$ cat src/rtl/zcted_timing_nco.sv
// Modulo-1 timing NCO for the ZCTED symbol-timing loop: decrements a fractional phase per sample,
// emits an interpolant strobe with mu on each underflow, and tracks loop lock from |v_k|.
module zcted_timing_nco #(
   parameter int                    DATA_WIDTH = 16,
   parameter int                    NCO_WIDTH  = 16,
   parameter int                    OSR_LOG2   = 1,
   parameter int                    V_SHIFT    = 0,
   parameter logic [DATA_WIDTH-1:0] LOCK_THR   = 16'h0040,
   parameter int                    LOCK_LEN   = 64
) (
   input  logic                  clk,
   input  logic                  rst,
   input  logic                  en,
   input  logic                  sample_valid,
   input  logic [DATA_WIDTH-1:0] v_k,
   output logic                  strobe,
   output logic [NCO_WIDTH-1:0]  mu,
   output logic                  on_time,
   output logic                  locked
);

   localparam int SW = NCO_WIDTH + 2;
   localparam int MW = NCO_WIDTH + OSR_LOG2;
   localparam int CW = $clog2(LOCK_LEN + 1);
   localparam logic signed [SW-1:0] W_NOM = SW'(1) <<< (NCO_WIDTH - OSR_LOG2);
   localparam logic signed [SW-1:0] W_MIN = SW'(1);
   localparam logic signed [SW-1:0] W_MAX = (SW'(1) <<< NCO_WIDTH) - SW'(1);
   localparam logic [CW-1:0]        CNT_MAX = CW'(LOCK_LEN);
   localparam logic [DATA_WIDTH-1:0] V_MIN = {1'b1, {(DATA_WIDTH-1){1'b0}}};
   localparam logic [DATA_WIDTH-1:0] V_MAX = {1'b0, {(DATA_WIDTH-1){1'b1}}};

   typedef enum logic [1:0] {IDLE, TRACK, LOCKED} state_t;

   state_t                 state_reg;
   logic [NCO_WIDTH-1:0]   eta_reg;
   logic                   next_on_time_reg;
   logic [CW-1:0]          lock_cnt_reg;

   logic signed [DATA_WIDTH-1:0] v_sh;
   logic signed [SW-1:0]   w_raw;
   logic signed [SW-1:0]   w_clamp;
   logic signed [SW-1:0]   d;
   logic                   underflow;
   logic [MW-1:0]          mu_wide;
   logic [NCO_WIDTH-1:0]   mu_sat;
   logic [DATA_WIDTH-1:0]  v_abs;
   logic                   quiet;
   logic                   noisy_strobe;

   always_comb begin
      v_sh    = $signed(v_k) >>> V_SHIFT;
      w_raw   = W_NOM + $signed({{(SW-DATA_WIDTH){v_sh[DATA_WIDTH-1]}}, v_sh});
      w_clamp = w_raw;
      if (w_raw < W_MIN)
         w_clamp = W_MIN;
      else if (w_raw > W_MAX)
         w_clamp = W_MAX;
      d         = $signed({2'b00, eta_reg}) - w_clamp;
      underflow = d[SW-1];
      mu_wide   = MW'(eta_reg) << OSR_LOG2;
      mu_sat    = (mu_wide > MW'({NCO_WIDTH{1'b1}})) ? {NCO_WIDTH{1'b1}} : mu_wide[NCO_WIDTH-1:0];
      // The most negative word has no positive twin, so its magnitude pins to max positive.
      if (v_k == V_MIN)
         v_abs = V_MAX;
      else if (v_k[DATA_WIDTH-1])
         v_abs = -v_k;
      else
         v_abs = v_k;
      quiet        = (v_abs <= LOCK_THR);
      noisy_strobe = sample_valid && underflow && !quiet;
   end

   always_ff @(posedge clk or posedge rst) begin
      if (rst) begin
         state_reg        <= IDLE;
         eta_reg          <= {NCO_WIDTH{1'b1}};
         next_on_time_reg <= 1'b1;
         lock_cnt_reg     <= '0;
         strobe           <= 1'b0;
         mu               <= '0;
         on_time          <= 1'b0;
         locked           <= 1'b0;
      end else if (!en) begin
         state_reg        <= IDLE;
         eta_reg          <= {NCO_WIDTH{1'b1}};
         next_on_time_reg <= 1'b1;
         lock_cnt_reg     <= '0;
         strobe           <= 1'b0;
         mu               <= '0;
         on_time          <= 1'b0;
         locked           <= 1'b0;
      end else begin
         strobe <= 1'b0;
         if (state_reg == IDLE) begin
            state_reg <= TRACK;
         end else begin
            if (sample_valid) begin
               // d modulo 2^NCO_WIDTH is the wrapped phase whether or not it underflowed.
               eta_reg <= d[NCO_WIDTH-1:0];
               if (underflow) begin
                  strobe           <= 1'b1;
                  mu               <= mu_sat;
                  on_time          <= next_on_time_reg;
                  next_on_time_reg <= ~next_on_time_reg;
                  if (!quiet)
                     lock_cnt_reg <= '0;
                  else if (lock_cnt_reg != CNT_MAX)
                     lock_cnt_reg <= lock_cnt_reg + CW'(1);
               end
            end
            if (state_reg == TRACK && lock_cnt_reg == CNT_MAX && !noisy_strobe) begin
               state_reg <= LOCKED;
               locked    <= 1'b1;
            end else if (state_reg == LOCKED && noisy_strobe) begin
               state_reg <= TRACK;
               locked    <= 1'b0;
            end
         end
      end
   end

endmodule

$ cat config.mk
export PLATFORM = sky130hd
export DESIGN_NAME = zcted_timing_nco
export DESIGN_NICKNAME = d
export VERILOG_FILES = /design/src/rtl/zcted_timing_nco.sv
export SDC_FILE = /design/constraint.sdc
export NUM_CORES = 1
export LEC_CHECK = 0
export ABC_AREA = 0
export BUFFER_PORTS_ARGS = -buffer_cell sky130_fd_sc_hd__buf_4
export CAP_MARGIN = 20
export CORE_MARGIN = 2
export CORE_UTILIZATION = 53
export DETAILED_ROUTE_END_ITERATION = 16
export HOLD_SLACK_MARGIN = 0.06
export PLACE_DENSITY = 0.86
export SETUP_SLACK_MARGIN = 0.2
export SLEW_MARGIN = 15
export SYNTH_ARGS = -nofsm -noshare
export SYNTH_HDL_FRONTEND = slang
export SYNTH_SLANG_ARGS = --single-unit
$ cat constraint.sdc
create_clock -name clk -period 2.81 [get_ports clk]
set_input_delay 0.281 -clock clk [delete_from_list [all_inputs] [get_ports clk]]
set_output_delay 0.281 -clock clk [all_outputs]
set_load 0.1 [all_outputs]
After elaboration in Yosys (flattened, before gate mapping) --
Cells that the tools add are included. Widths: inputs -> output; s select.
Word-level totals: memories 0, word-level logic and storage cells 78, memory bits (writable) 0, register bits 45, bits in latches 0, ROM bits 0, output and inout port bits 19, bits of input ports 20
Operators by class: muxes and demuxes 38, div/mod/pow operators 0, $add $sub $neg 4, reductions and logical operators 12, shift-type cells 0, bitwise gates (word level) 1, equality and inequality tests 11, multipliers 0, magnitude comparators 4
Operators by type and width (number):
- $mux 16 | 10
- $mux 7 | 6
- $mux 18 | 2
- $add 17x16->18 const A | 1
- $gt 18x17->1 const B | 1
- $lt 18x2->1 const B | 1
- $sub 17x18->18 | 1
- $gt 17x16->1 const B | 1
- $eq 16x16->1 const B | 1
- $le 16x7->1 const B | 1
- $mux 1 | 16
- $neg 16->16 | 1
- $mux 2 | 4
- $add 7x1->7 const B | 1
- $eq 7x7->1 const B | 1
- $ne 7x7->1 const B | 1
- $logic_and 1x1->1 | 5
- $ne 2x1->1 const B | 2
- $ne 4x1->1 const B | 1
- $reduce_and 2->1 | 2
- $reduce_and 4->1 | 1
- $ne 3x1->1 const B | 1
- $ne 3x2->1 const B | 1
- $reduce_and 3->1 | 1
- other kinds (6) | 7

Logic depth before layout (Yosys ltp) --
Gate-level depths: netlist of the first run.
word-level depth 12, depth in mapped cells 16, mapped depth without buffers 15

Worst setup path before layout of the first run --
No wires, ideal clock.
kind input -> register, start point input v_k[0], end point register lock_cnt_reg[2], library setup time 0.077 ns, cell stages on the path 14, required time 2.733 ns, buffers on the path 0, path slack -0.556 ns, data arrival time 3.289 ns, cell sequence inv_1 -> ha_1 -> nor2b_1 -> nand4_1 -> nor4b_1 -> nand2b_1 -> ha_1 -> nor2b_1 -> o31a_1 -> nor4_1 -> or3_1 -> a31oi_4 -> or4b_2 -> o21ai_1
Between the ends: longest elaborated chain between the ends 9, elaborated cells between the ends (all ways) 19, those cells by class add/sub: 3; order compare: 3; eq/ne: 3; mux: 9; reduce/logical: 1
RTL lines:
- start, declared | line 15 | input logic [DATA_WIDTH-1:0] v_k,
- parallel branches: the longest is 9 deep, another holds $add 17x16->18
- end signal, assigned | line 108 | lock_cnt_reg <= lock_cnt_reg + CW'(1);
- end, declared | line 37 | logic [CW-1:0] lock_cnt_reg;
Several ways; the timed one is not identified. The select of a mux whose other input is x is not followed. A chain may end at the register's enable or synchronous reset.

Worst setup path after layout of the first run --
start point input v_k[6], end point register eta_reg[13]
Between the ends: longest elaborated chain between the ends 8, elaborated cells between the ends (all ways) 9, those cells by class add/sub: 2; order compare: 2; mux: 5
RTL lines:
- $add 17x16->18 (*) | line 52 | w_raw = W_NOM + $signed({{(SW-DATA_WIDTH){v_sh[DATA_WIDTH-1]}}, v_sh});
- $gt 18x17->1 | line 56 | else if (w_raw > W_MAX)
- $mux 18 | line 56
- $mux 18 (*) | line 54 | if (w_raw < W_MIN)
- $sub 17x18->18 (*) | line 58 | d = $signed({2'b00, eta_reg}) - w_clamp;
- $mux 16 (*) | line 97 | if (sample_valid) begin
- $mux 16 (*) | line 94 | if (state_reg == IDLE) begin
- $mux 16 (*) | line 83 | end else if (!en) begin
- end signal, assigned | line 76 | eta_reg <= {NCO_WIDTH{1'b1}};
- end signal, assigned | line 85 | eta_reg <= {NCO_WIDTH{1'b1}};
- end signal, assigned | line 99 | eta_reg <= d[NCO_WIDTH-1:0];
- end, declared | line 35 | logic [NCO_WIDTH-1:0] eta_reg;
Mark *: on every way between the ends. The rest lies on a longest branch, timed or not. The select of a mux whose other input is x is not followed.

==> impl_results.md, run 1 <==
* Status: complete, but fails checks
* Failing checks: negative setup slack
* H-tree levels at 2
* Grt ovf at 0
* Flop-to-flop setup slack at roughly 0.070 ns
* Die X at about 83 µm
* WL per Instance at 18.4 µm
* Worst EP arrival at 3.15 ns
* Die area at 0.00691 mm²
* Area growth, synth to finish at 34.4%
* Hold crit path type: input pin to register
* Clock Skews at 0.00377 ns
* Worst Tran Pin Value at about 0.48 ns
* Worst EP required at 3.03 ns
* Hold endpoint: next_on_time_reg
* Switch share at 0.385
* Ant diodes at 0
* Num rows at 28
* Antenna violations before repair at 0
* Dominant synthesized flop cell: dfrtp_1
* Final wirelength at 9940 µm
* Ratio of cells with drive above 1 in the final layout at 0.384
* WS Path Type: input pin to register
* Post-route ant nets at 0
* Crit path launch type: input pin
* RSZ-0062 raised after global routing: yes
* Post-synthesis register bit count at 45
* Clock Tree Buf Depth at 2
* Final Wtd Congestion at 0.890
* Warnings, synthesis at 0
* Design Area, Final at 0.00446 mm²
* DP Wirelength at 6220 µm
* Drt via density at 6.44
* Power Dens Cells at approximately 430 mW/mm²
* FF-to-FF path depth at 9
* RR Endpoint: mu[10]
* Asr flop ratio synth at 1.00
* Worst VDD drop at 0.351 mV
* Later-pin clock latency in the skew report at 0.30 ns
* Final setup margin at -0.120 ns
* Vias in the first global route at about 3300
* Fin. Hold Viols at 0
* Via count at approximately 3500
* Syn Std Cell Area at 0.00332 mm²
* Post-synth EDFFs at 0
* Worst Setup End Kind: register
* FMAX at about 340 MHz
* Worst-path clk slew at 0.09 ns
* Synth Net Count at 429
* Max_slew headroom at 0.680
* Final Setup Violations at 32
* Seq pwr share at 0.382
* Clock power frac at 0.225
* Max Cap Violations at 0
* Reg2Reg Launch Point: eta_reg[14]
* Initial Util at 0.554
* Total CTS buffers at 5
* Multi-input gate area at 0.00225 mm²
* Clock sinks at 45
* Tot Pwr at 1.93 mW
* Nets at 506
* Cell count after synthesis at ~390
* Filler cells at 375
* Worst Path Max Fanout at 2
* Worst hold stages at 2
* Unique masters post-synth at 64
* First-pass GRT wire length at 15200 µm
* Post-route DRC at 0
* Placed inst area at 0.00404 mm²
* Largest net degree at the start of global routing at 31
* TritonRoute pass-1 iters at 6
* Post-layout util at 0.744
* Port bufs at 38
* Combinational power share at 0.393
* Core Region at approximately 0.0060 mm²
* Int Pwr at 1.19 mW
* Switch Pwr at 0.744 mW
* Leakage power total at between 1.5 and 2 nW
* CTS tree: yes
* GRT Util Overall at 0.261
* Mapped Avg Cell Area at approximately 8.5 µm²
* Die Ht at 83.1 µm
* Fin crit period at 2.93 ns
* Root buf cell: clkbuf_8
* Total I/O pin count at 39
* Final period utilization at 1.04
* Hold Crit Start: en
* Sequential element share of the synthesized area at 0.346
* Drt first-iter violations at 350
* Register area at 0.00115 mm²
* Slew Limit Fails at 0
==> power by group through the flow <==
stage	clock network [mW]	logic [mW]	registers, mW
detailed placement	0	0.647	0.745
CTS	0.430	0.675	0.733
finish	0.434	0.759	0.739
floorplan	0	0.344	0.864
global placement	0	0.629	0.743
global route	0.451	0.804	0.744
==> worst max-delay path by stage <==
stage / startpoint / endpoint / slack (ns) / cells after the start
3_3_place_gp: v_k[9] / lock_cnt_reg[2] / -0.44 / 13
5_1_grt: v_k[6] / mu[11] / -0.24 / 15
2_1_floorplan: v_k[9] / lock_cnt_reg[2] / -0.23 / 12
4_1_cts: v_k[6] / lock_cnt_reg[2] / -0.11 / 13
3_5_place_dp: v_k[9] / lock_cnt_reg[2] / -0.63 / 13
6_report: v_k[6] / eta_reg[13] / -0.12 / 14
==> cells in the final DEF, fill, tap and decap left out, drive strengths merged, types with 7 or more instances in the layout <==
cell type / instances
buf: 89
nor3: 45
nor2: 36
nand2: 32
dfrtp: 28
a21oi: 24
inv: 23
ha: 20
dfstp: 17
o21ai: 16
o211ai: 12
nand3: 12
nand4: 7
clkbuf: 7
==> metal layers <==
metal	track usage	vias up	wire length (µm)
met1	0.330	1678	3950
li1	-	1565	-
met3	0.0298	39	624
met2	0.452	203	5040
met5	0	-	0
met4	0.112	0	318
==> final cells by class <==
type	count	share of cell area
Timing Repair Buffer	91	0.173
Clock inverter	2	0.00309
Sequential cell	45	0.257
Clock buffer	6	0.0185
Inverter	24	0.0213
Tap cell	75	0.0210
Multi-Input combinational cell	298	0.505
==> worst max-delay path, stage by stage <==
cell and delay [ns]:
buf_8 0.10, nor4_4 0.30, nand4_1 0.21, nor4b_2 0.35, nand2b_4 0.20, ha_4 0.19
nor2b_4 0.12, o31a_1 0.29, buf_4 0.17, o31a_1 0.24, o211ai_1 0.27, nand2_1 0.11
xnor2_1 0.13, o211ai_1 0.18
==> synth_stat cells, drive strengths merged (5+ instances only) <==
cell type | number | share of area
nor4 | 6 | 0.018
nand2 | 32 | 0.036
buf | 6 | 0.013
nand4 | 7 | 0.013
ha | 20 | 0.075
dfrtp | 28 | 0.21
o21a | 5 | 0.011
xnor2 | 6 | 0.016
a21oi | 24 | 0.037
mux2i | 5 | 0.015
and3 | 6 | 0.012
dfstp | 17 | 0.13
or2 | 5 | 0.0094
clkbuf | 14 | 0.022
nor2 | 36 | 0.041
xor2 | 5 | 0.013
o21ai | 16 | 0.024
nor3 | 45 | 0.071
nor2b | 5 | 0.0094
o211ai | 12 | 0.027
o22ai | 5 | 0.0094
nand3 | 12 | 0.018
a221o | 5 | 0.015
inv | 23 | 0.026
==> cell families after synthesis <==
family | after synthesis | synth area share
buffers and inverters | 45 | 0.0679
xor gates and xnor gates | 11 | 0.0290
AOI/OAI and AO/OA | 89 | 0.186
adders and majority gates | 21 | 0.0815
DFF | 45 | 0.346
muxes | 5 | 0.0151
and+or+nand+nor | 172 | 0.275
==> per-stage QoR <==
stage / setup WS (ns) / std cells / hold slack [ns] / setup TNS [ns]
after floorplan: -0.231 / 388 / 0.488 / -1.71
after global placement: -0.437 / 520 / 0.354 / -10.85
after detailed placement: -0.631 / 520 / 0.359 / -17.92
after CTS: -0.107 / 534 / 0.314 / -1.54
after global routing: -0.238 / 541 / 0.321 / -5.54
final: -0.120 / 541 / 0.323 / -2.01
==> what timing repair did <==
action | in CTS | in global routing
hold endpoints to repair | 20 | 0
setup endpoints to repair | 38 | 40
hold buffers | 1 | 0
setup buffers | 5 | 5
pin swaps | 19 | 12
cloned | 0 | 2
resized for setup | 14 | 28
Note: power is estimated with default switching activity, not from simulation.
==> inputs of run 2 (changes only) <==
- ABC_AREA: 0 -> not set
- CORE_MARGIN: 2 -> 4
- PLACE_DENSITY: 0.86 -> 0.82
==> run 2 against run 1 <==
  * The flow now finishes without violations
  * Clock power increased by 37%
  * Cell area decreased by 0.98%
  * Total power rose by 6.8%
  * Setup slack improved by 0.14 ns
  * First-iteration DRC count fell by 1.7%
  * Cell count down 1.1%
  * Fmax increased by 4.9%
  * Global-route usage shrank 1.9 points
  * Critical path type unchanged
  * Largest power group is now sequential cells
==> impl_results.md, run 2 (synthesized netlist as in run 1, its figures left out) <==
* H-tree levels at 2
* Grt ovf at 0
* Port bufs at 38
* Area growth, synth to finish at 33.1%
* First-pass GRT wire length at between 10000 and 15000 µm
* Placed inst area at 0.00401 mm²
* Max_slew headroom at 0.525
* Vias in the first global route at 3102
* Worst EP required at between 2 and 3 ns
* RSZ-0062 raised after global routing: yes
* Leakage power total at 1.91 nW
* Crit path launch type: input pin
* Initial Util at 0.554
* Core Region at 0.00599 mm²
* Non-Filler Instances at 535
* DP Wirelength at just over 6000 µm
* FMAX at ~360 MHz
* Total CTS buffers at 5
* Worst Path Max Fanout at 5
* Root buf cell: clkbuf_8
* Commonest non-fill, non-tap cells in the layout: buf_4 (75), nor2_1 (34), nand2_1 (32), nor3_1 (32), dfrtp_1 (28)
* Slew Limit Fails at 0
* Commonest non-fill, non-tap cell in the layout: buf_4
* Die X at 87.1 µm
* CTS tree: yes
* Clock Skews at approximately 0.004 ns
* Nets at 500
* Worst EP arrival at 2.98 ns
* Total I/O pin count at 39
* Dpl ws at -0.498 ns
* Tot Pwr at 2.06 mW
* Ratio of cells with drive above 1 in the final layout at 0.367
* Setup TNS at 0 ns
* Design Area, Final at between 0.004 and 0.005 mm²
* Post-route DRC at 0
* Inst Count DP at around 520
* Via count at ~3300
* GRT Util Overall at 0.242
* TritonRoute pass-1 iters at 5
* Clock sinks at 45
* Fin. Hold Viols at 0
* WL per Instance at 17.8 µm
* Final wirelength at 9550 µm
* Drt first-iter violations at 344
* Slowest cell on crit path: or3_4
* Num rows at 28
* Worst VDD drop at 0.402 mV
* WS Path Type: input pin to register
* Power Dens Cells at 467 mW/mm²
* Worst Tran Pin Value at 0.712 ns
* Cts hold-fix bufs at 0
* Ant diodes at 0
* Later-pin clock latency in the skew report at 0.30 ns
* Worst path cell trace: buf_6, nor4_4, nand4_1, nor4b_2, nand2b_4, ha_4, nor2b_4, o31a_1, nor4_4, or3_4, buf_4, and3_4, clkbuf_16, nor2_1, nor3_2
* CP peak stage delay at 0.42 ns
* Post-route ant nets at 0
* Clock Tree Buf Depth at 2
* Die Ht at 87.1 µm
* Largest net degree at the start of global routing at 31
* Final period utilization at 0.994
* Post-layout util at 0.737
* Status: complete, no violations
* Final Setup Violations at 0
* Hold crit path type: input pin to asynchronous set/reset pin
* Drt via density at 6.22
* Antenna violations before repair at 0
* Final hold slack at 0.0887 ns
* Max Cap Violations at 0
* Worst-path clk slew at approximately 0.09 ns
* Worst Setup End Kind: register
* Final setup margin at 0.0173 ns
* Final Wtd Congestion at between 0.9 and 1
* Most frequent CP cell: nor4_4
* Fin crit period at ~2.8 ns
* Die area at between 0.007 and 0.008 mm²
==> run 2: critical path, delay by kind of cell <==
kind                     cells  cell delay, ns
buffers and inverters        3            0.42
AND/OR/NAND/NOR             10            1.91
adder cells (fa/ha/maj)      1            0.12
AO/OA/AOI/OAI                1            0.23
==> run 2: where the power goes <==
part	internal, mW	switching (mW)	leakage, nW
logic	0.272	0.459	1.28
clock network	0.358	0.237	0.0687
registers	0.701	0.0364	0.562
==> run 2: metal layers <==
layer,part of all wire,vias up,GRT usage
met3,0.072,18,0.0331
met4,0.021,0,0.0656
met1,0.40,1590,0.319
met5,0,-,0
li1,-,1551,-
met2,0.50,167,0.415
==> run 2: worst paths after layout <==
path                             startpoint          endpoint  slack [ns]  cells after the start
max                                  v_k[6]             mu[3]        0.02                     15
max in group asynchronous               rst       eta_reg[11]        1.85                      3
min reg2reg                next_on_time_reg           on_time        0.53                      2
min                                     rst            strobe        0.09                      2
max reg2reg                      eta_reg[8]             mu[3]        0.11                     10
min in group clk                         en  next_on_time_reg        0.33                      2
==> run 2: timing repair <==
item | CTS | global route
setup buffers | 4 | 4
setup endpoints to repair | 35 | 40
gates cloned | 0 | 2
gates resized for setup | 13 | 24
pin swaps | 19 | 10
==> run 2: area by class of cell <==
class	count	area [µm²]
Fill cell	425	1580
Timing Repair Buffer	85	707
Sequential cell	45	1150
Tap cell	75	93.8
Clock inverter	3	68.8
Clock buffer	5	68.8
Inverter	24	95.1
Multi-Input combinational cell	298	2230
==> inputs of run 3 (changes only) <==
- CORE_UTILIZATION: 53 -> 59
- PLACE_DENSITY: 0.82 -> 0.87
- clock period: 2.81 -> 2.9 ns (I/O delays scaled with it)
==> run 3 against run 2 <==
  * Sequential power decreased by 3.1%
  * First-iteration DRC count increased by 3.5%
  * Total power decreased by 9.8%
  * The flow now finishes with violations (negative setup slack)
  * Combinational power decreased by 7.3%
  * Register-to-register slack got worse by 0.08 ns
  * Sequential cell count unchanged
  * Global-route usage increased by 1.4 points
  * Via count decreased by 0.63%
  * Highest routed layer unchanged
  * Critical path depth decreased by 1
  * Worst hold slack improved by 0.061 ns
  * Cell area decreased by 2.2%
  * Count of clock-buffer cells in the layout increased by 1
==> impl_results.md, run 3 (synthesized netlist as in run 1, its figures left out) <==
* Filler cells at 336
* Vias in the first global route at 3184
* Die Ht at 83.0 µm
* Root buf cell: clkbuf_8
* Port bufs at 38
* First-pass GRT wire length at 14900 µm
* Cts hold-fix bufs at 0
* Power Dens Cells at 431 mW/mm²
* TritonRoute pass-1 iters at 5
* Post-route DRC at 0
* Hold crit path type: input pin to asynchronous set/reset pin
* FF-to-FF path depth at 9
* Setup TNS at -0.0118 ns
* H-tree levels at 2
* Worst VDD drop at between 0.3 and 0.4 mV
* Fin crit period at between 2 and 3 ns
* Leakage power total at about 1.9 nW
* Max_slew headroom at 0.607
* Initial Util at 0.606
* Failing checks: negative setup slack
* Final Wtd Congestion at between 0.9 and 1
* Total I/O pin count at 39
* DP Wirelength at 6400 µm
* Dpl ws at -0.431 ns
* Worst EP required at 3.12 ns
* Total CTS buffers at 5
* Ant diodes at 0
* Via count at 3305
* Placed inst area at about 0.0040 mm²
* Global routing's busiest layer: met2
* Clock sinks at 45
* Final Setup Violations at 1
* WS Path Type: input pin to register
* Worst EP arrival at 3.13 ns
* Die area at 0.00689 mm²
* Core Region at 0.00547 mm²
* RSZ-0062 raised after global routing: yes
* Commonest non-fill, non-tap cells in the layout: buf_4 (71), nor2_1 (35), nand2_1 (32)
* GR Layer Usage met2 at 0.453
* Num rows at 27
* FMAX at roughly 340 MHz
* CP peak stage delay at 0.32 ns
* Flop-to-flop setup slack at 0.03 ns
* Area growth, synth to finish at 30.2%
* Largest net degree at the start of global routing at 46
* Drt first-iter violations at 356
* Antenna violations before repair at 0
* Reg2Reg Launch Point: eta_reg[11]
* Crit path launch type: input pin
* Worst path cell trace: buf_8, nor4_4, nand4_1, nor4b_2, nand2b_4, ha_4, nor2b_4, o31a_1, buf_4, o31a_1, o211ai_1, nand2_1, xnor2_1, o211ai_1
* Final setup margin at -0.0118 ns
* Fin. Hold Viols at 0
* Slew Limit Fails at 0
* Worst Path Max Fanout at 2
* Clock Tree Buf Depth at 2
* Met1 usage at 0.333
* Met3 GRT Util at 0.0278
* Later-pin clock latency in the skew report at 0.30 ns
* Drt via density at 6.26
* Commonest non-fill, non-tap cell in the layout: buf_4
* Final wirelength at 8960 µm
* Nets at 496
* WL per Instance at 17.0 µm
* Final period utilization at 1.00
* Die X at 83.0 µm
* Clock Skews at 0.00948 ns
* Max Cap Violations at 0
* CTS tree: yes
* Design Area, Final at 0.00432 mm²
* Worst-path clk slew at 0.09 ns
* GRT Util Overall at 0.256
* Slowest cell on crit path: nor4b_2
* Post-route ant nets at 0
* Worst Tran Pin Value at 0.589 ns
* Ratio of cells with drive above 1 in the final layout at 0.355
* Worst Setup End Kind: register
* Post-layout util at 0.789
* Grt ovf at 0
* Status: complete, but fails checks
* RR Endpoint: mu[11]
## run 3: metal layers
metal  vias to the layer above  wire length [µm]
li1                       1543                 -
met1                      1554              3740
met2                       186              4480
met3                        22               573
met4                         0               158
met5                         -                 0
## run 3: area by class of cell
class	instances	area, µm²	area share
tap	72	90.1	0.0209
inverter	24	95.1	0.0220
timing repair buffer	81	669	0.155
clock inverter	2	35.0	0.00811
multi-input combinational	298	2210	0.511
clock buffer	6	72.6	0.0168
sequential	45	1150	0.266
## run 3: worst max path at each step
stage,from,end,slack [ns]
after floorplan,v_k[9],lock_cnt_reg[2],-0.15
final,v_k[6],eta_reg[13],-0.01
after CTS,v_k[6],lock_cnt_reg[2],0.03
after global placement,v_k[9],lock_cnt_reg[2],-0.37
after global routing,v_k[6],mu[11],-0.09
after detailed placement,v_k[9],mu[2],-0.43
## run 3: repair_timing
item,CTS,global route
pin swaps,12,13
endpoints found under the setup margin,34,36
resized for setup,16,15
cloned,0,1
setup buffers,4,2
## run 3: critical path, delay by kind of cell
kind,cells,cell delay (ns)
AND/OR/NAND/NOR,6,1.22
AO/OA/AOI/OAI,4,1.04
buffers and inverters,2,0.26
XOR/XNOR,1,0.15
adder cells (fa/ha/maj),1,0.19
## run 3: power breakdown
group | total (mW) | internal [mW] | switching, mW | leakage, nW
Sequential | 0.714 | 0.679 | 0.0350 | 0.562
Clock | 0.469 | 0.256 | 0.213 | 0.0552
Combinational | 0.678 | 0.250 | 0.428 | 1.27
Total | 1.86 | 1.19 | 0.677 | 1.88
## run 3: through the flow
| step | cells | hold slack [ns] | power (mW) |
|---|---|---|---|
| 5_1_grt | 528 | 0.221 | 1.95 |
| 3_3_place_gp | 513 | 0.468 | 1.32 |
| 6_report | 528 | 0.150 | 1.86 |
| 2_1_floorplan | 388 | 0.488 | 1.17 |
| 3_5_place_dp | 513 | 0.490 | 1.35 |
| 4_1_cts | 525 | 0.173 | 1.83 |
